==> src/rtl/skid_register_nb.sv <==
// Two-entry skid register with val/rdy on both sides. The head entry is always
// in main_q, and in_rdy is decoded from registered state only, never from out_rdy.
module skid_register_nb #(
    parameter int unsigned        p_nbits   = 16,
    parameter logic [p_nbits-1:0] p_rst_val = '0
) (
    input  logic               clk,
    input  logic               rst,
    input  logic               flush,
    input  logic               in_val,
    output logic               in_rdy,
    input  logic [p_nbits-1:0] in_msg,
    output logic               out_val,
    input  logic               out_rdy,
    output logic [p_nbits-1:0] out_msg,
    output logic [1:0]         count
);

    // state    | meaning
    // ST_EMPTY | nothing buffered, out_val low
    // ST_ONE   | head in main_q, skid_q unused
    // ST_TWO   | head in main_q, next message in skid_q, in_rdy low
    typedef enum logic [1:0] {
        ST_EMPTY = 2'd0,
        ST_ONE   = 2'd1,
        ST_TWO   = 2'd2
    } state_t;

    state_t             state_q;
    state_t             state_d;
    logic [p_nbits-1:0] main_q;
    logic [p_nbits-1:0] skid_q;
    logic               load_main_in;
    logic               load_main_skid;
    logic               load_skid;
    logic               in_fire;
    logic               out_fire;

    assign in_rdy   = rst & ~flush & (state_q != ST_TWO);
    assign out_val  = (state_q != ST_EMPTY);
    assign out_msg  = main_q;
    assign count    = state_q;
    assign in_fire  = in_val & in_rdy;
    assign out_fire = out_val & out_rdy;

    always_ff @(posedge clk or negedge rst) begin
        if (!rst) begin
            state_q <= ST_EMPTY;
        end else begin
            state_q <= state_d;
        end
    end

    always_comb begin
        state_d        = state_q;
        load_main_in   = 1'b0;
        load_main_skid = 1'b0;
        load_skid      = 1'b0;
        if (flush) begin
            state_d = ST_EMPTY;
        end else begin
            case (state_q)
                ST_EMPTY: begin
                    if (in_fire) begin
                        state_d      = ST_ONE;
                        load_main_in = 1'b1;
                    end
                end
                ST_ONE: begin
                    if (in_fire && out_fire) begin
                        load_main_in = 1'b1;
                    end else if (in_fire) begin
                        state_d   = ST_TWO;
                        load_skid = 1'b1;
                    end else if (out_fire) begin
                        state_d = ST_EMPTY;
                    end
                end
                ST_TWO: begin
                    if (out_fire) begin
                        state_d        = ST_ONE;
                        load_main_skid = 1'b1;
                    end
                end
                default: state_d = ST_EMPTY;
            endcase
        end
    end

    // Data registers are deliberately left untouched by flush and dequeue.
    always_ff @(posedge clk or negedge rst) begin
        if (!rst) begin
            main_q <= p_rst_val;
            skid_q <= p_rst_val;
        end else begin
            if (load_main_in) begin
                main_q <= in_msg;
            end else if (load_main_skid) begin
                main_q <= skid_q;
            end
            if (load_skid) begin
                skid_q <= in_msg;
            end
        end
    end

endmodule
==> config.mk <==
export PLATFORM = sky130hd
export DESIGN_NAME = skid_register_nb
export DESIGN_NICKNAME = d
export VERILOG_FILES = /design/src/rtl/skid_register_nb.sv
export SDC_FILE = /design/constraint.sdc
export NUM_CORES = 1
export LEC_CHECK = 0
export CORE_MARGIN = 2
export CORE_UTILIZATION = 50
export CTS_BUF_LIST = sky130_fd_sc_hd__clkbuf_4
export CTS_CLUSTER_DIAMETER = 40
export DETAILED_ROUTE_END_ITERATION = 10
export PLACE_DENSITY = 0.82
export SLEW_MARGIN = 20
export SYNTH_ARGS = -nofsm -noshare
export SYNTH_HDL_FRONTEND = slang
export SYNTH_SLANG_ARGS = --single-unit
==> constraint.sdc <==
create_clock -name clk -period 1.7 [get_ports clk]
set_input_delay 0.17 -clock clk [delete_from_list [all_inputs] [get_ports clk]]
set_output_delay 0.17 -clock clk [all_outputs]
set_load 0.005 [all_outputs]
==> out/qor.yml <==
core_region_area_mm2: 0.00300
clkLatencyLatePin_ps: 330
clkTransAtPathRegs_ps: 100
antenna_cells: 0
cts_buffer_depth: 2
layout_setup_ws_ps: 110
synth_ff_type: "dfrtp_1"
drive_gt1_share_pct: 20.9
syn_to_final_growth_pct: 34.6
p_leak_nw: 0.936
grt_pass1_vias: 1096
yosysMostFrequentCell: "dfrtp_1"
fin_skew_ps: 5.26
cap_violations: 0
antenna_found_initial: 0
fp-row-count: 20
async_reset_ff_share_pct: 100
fillers: 242
die_area_mm2: 0.00355
root_buffer: "clkbuf_4"
crit_required_ps: 1920
cp_data_arrival_time_ps: 1810
synth-edff-count: 0
pwr_density_cell_mw_per_mm2: 939
reg2regPathDepth: 5
grt_max_degree: 33
die_width_um: 59.6
htree_num_levels: 2
grtUsageTotal_pct: 19.6
synthTopCellsByCount: "34 x dfrtp_1, 19 x a21oi_1, 18 x nor2_1, 16 x mux2i_1, 10 x mux2_4"
first_pass_iters: 4
r2r_end: "skid_q[13]$_DFFE_PN0P_"
cp_max_fo: 16
critPathKind: "reg2reg"
r2r_setup_slack_ps: 110
period_share_pct: 93.5
clkSinkCount: 34
multi_input_area_um2: 627
io_pins: 41
cts_tree: "yes"
syn_inst: 122
fmax_mhz: 629
regArea_um2: 852
rsz0062_at_grt: "false"
die_h_um: 59.6
dpl.hpwl_um: 2130
synth_cell_type_count: 21
finalPower_mw: 1.95
ir_worst_vdd_mv: 0.600
yosysWarnings: 0
hp-class: "in2async"
totalWireLength_um: 3130
maxSlewHeadroom_pct: 73.2
cts_buffers: 5
viasPerCell: 5.32
synth_top_area_share_pct: 55.1
dp_slack_ps: 22.9
synthTopCellsByArea: "dfrtp_1 55%, mux2i_1 10%, mux2_4 9.7%"
postSynthAreaPerCell_um2: 12.7
yosysSeqAreaShare_pct: 55.1
drc_errors: 0
place.gp.congestion: 0.731
run_status: "completed"
vias: 1091
end_kind: "flip-flop"
synth_top_area_cell: "dfrtp_1"
synth.net_count: 143
wl_per_cell_um: 15.3
holdWs_ps: 191
netlist_area_mm2: 0.00154
r2r-start: "count[1]$_DFFE_PN0P_"
start_kind: "flip-flop"
fin_nets: 192
antenna_left: 0
ys_ff_latch: 34
start_util_pct: 51.4
fin_area_mm2: 0.00208
fin_tns_setup_ps: 0
hold_violations: 0
postPlaceCellArea_mm2: 0.00199
grt_pass1_wl_um: 4980
finalCriticalPeriod_ps: 1590
worstMarginPinSlew_ps: 402
numPortBuffers: 40
slew_viol_final: 0
first_iter_violations: 21
grt-ovfl-total: 0
final-setup-viol-count: 0
-- power breakdown --
group | switching (mW) | leakage [nW] | internal (mW)
registers | 0.0834 | 0.412 | 0.958
logic | 0.150 | 0.491 | 0.323
clock network | 0.265 | 0.0331 | 0.171
total | 0.499 | 0.936 | 1.45
-- worst max path at each step --
stage / from / end / cells past startpoint
6_report: count[1]$_DFFE_PN0P_ / skid_q[13]$_DFFE_PN0P_ / 5
3_5_place_dp: flush / skid_q[4]$_DFFE_PN0P_ / 5
5_1_grt: count[1]$_DFFE_PN0P_ / skid_q[9]$_DFFE_PN0P_ / 5
4_1_cts: count[1]$_DFFE_PN0P_ / out_val / 2
3_3_place_gp: flush / skid_q[3]$_DFFE_PN0P_ / 5
2_1_floorplan: count[1]$_DFFE_PN0P_ / skid_q[0]$_DFFE_PN0P_ / 5
-- per-layer routing --
layer | track usage [%] | vias up | routed length (um)
met5 | 0 | - | 0
met4 | 9.52 | 0 | 55
met3 | 6.11 | 8 | 199
met2 | 30.9 | 39 | 1480
met1 | 24.2 | 522 | 1390
li1 | - | 522 | -
-- sequential cells by signal (all words and copies together), names as in the netlist --
signal and cells:
skid_q 16, out_msg 16, count 2
-- area by class of cell --
| class | instances | area share, % |
|---|---|---|
| Clock buffer | 6 | 2.17 |
| Timing Repair Buffer | 49 | 24.3 |
| Tap cell | 33 | 1.99 |
| Multi-Input combinational cell | 81 | 30.2 |
| Clock inverter | 2 | 0.421 |
| Sequential cell | 34 | 41.0 |
-- worst max-delay path, stage by stage, from the launching register on --
cell and delay (ps):
dfrtp_1 430, buf_4 160, and4bb_2 310, nand2b_1 100, buf_12 170, mux2_4 300
-- through the flow --
| stage | util (%) | cells |
|---|---|---|
| floorplan | - | 122 |
| global placement | 66.3 | 193 |
| detailed placement | 66.3 | 193 |
| CTS | 68.9 | 204 |
| global route | 69.2 | 205 |
| finish | 69.2 | 205 |
-- placed cells by master, fill, tap and decap left out, drive strengths merged, types with 2 or more instances in the layout --
cell type      synthesis  final
a21oi                 19     19
buf                    6      9
clkbuf                 1      6
clkdlybuf4s50          0     37
clkinv                 0      2
dfrtp                 34     34
mux2                  16     16
mux2i                 16     16
nand2                  2      2
nand2b                 2      2
nor2                  18     18
-- cell families (layout without fill, tap and decap cells) --
| logic type | count (synthesis) | after routing | synth area share, % |
|---|---|---|---|
| buffers and inverters | 7 | 57 | 4.29 |
| multiplexers | 32 | 32 | 24.5 |
| flip-flops | 34 | 34 | 55.1 |
| AO/OA/AOI/OAI | 21 | 21 | 6.97 |
| AND/OR/NAND/NOR | 28 | 28 | 9.16 |
-- repair_timing --
item,CTS,global route
setup buffers,2,1
endpoints found under the setup margin,2,1
cloned,0,0
endpoints found under the hold margin,34,0
hold buffers,1,0
gates resized for setup,2,1
No activity file was read; power rests on OpenSTA's default activity.
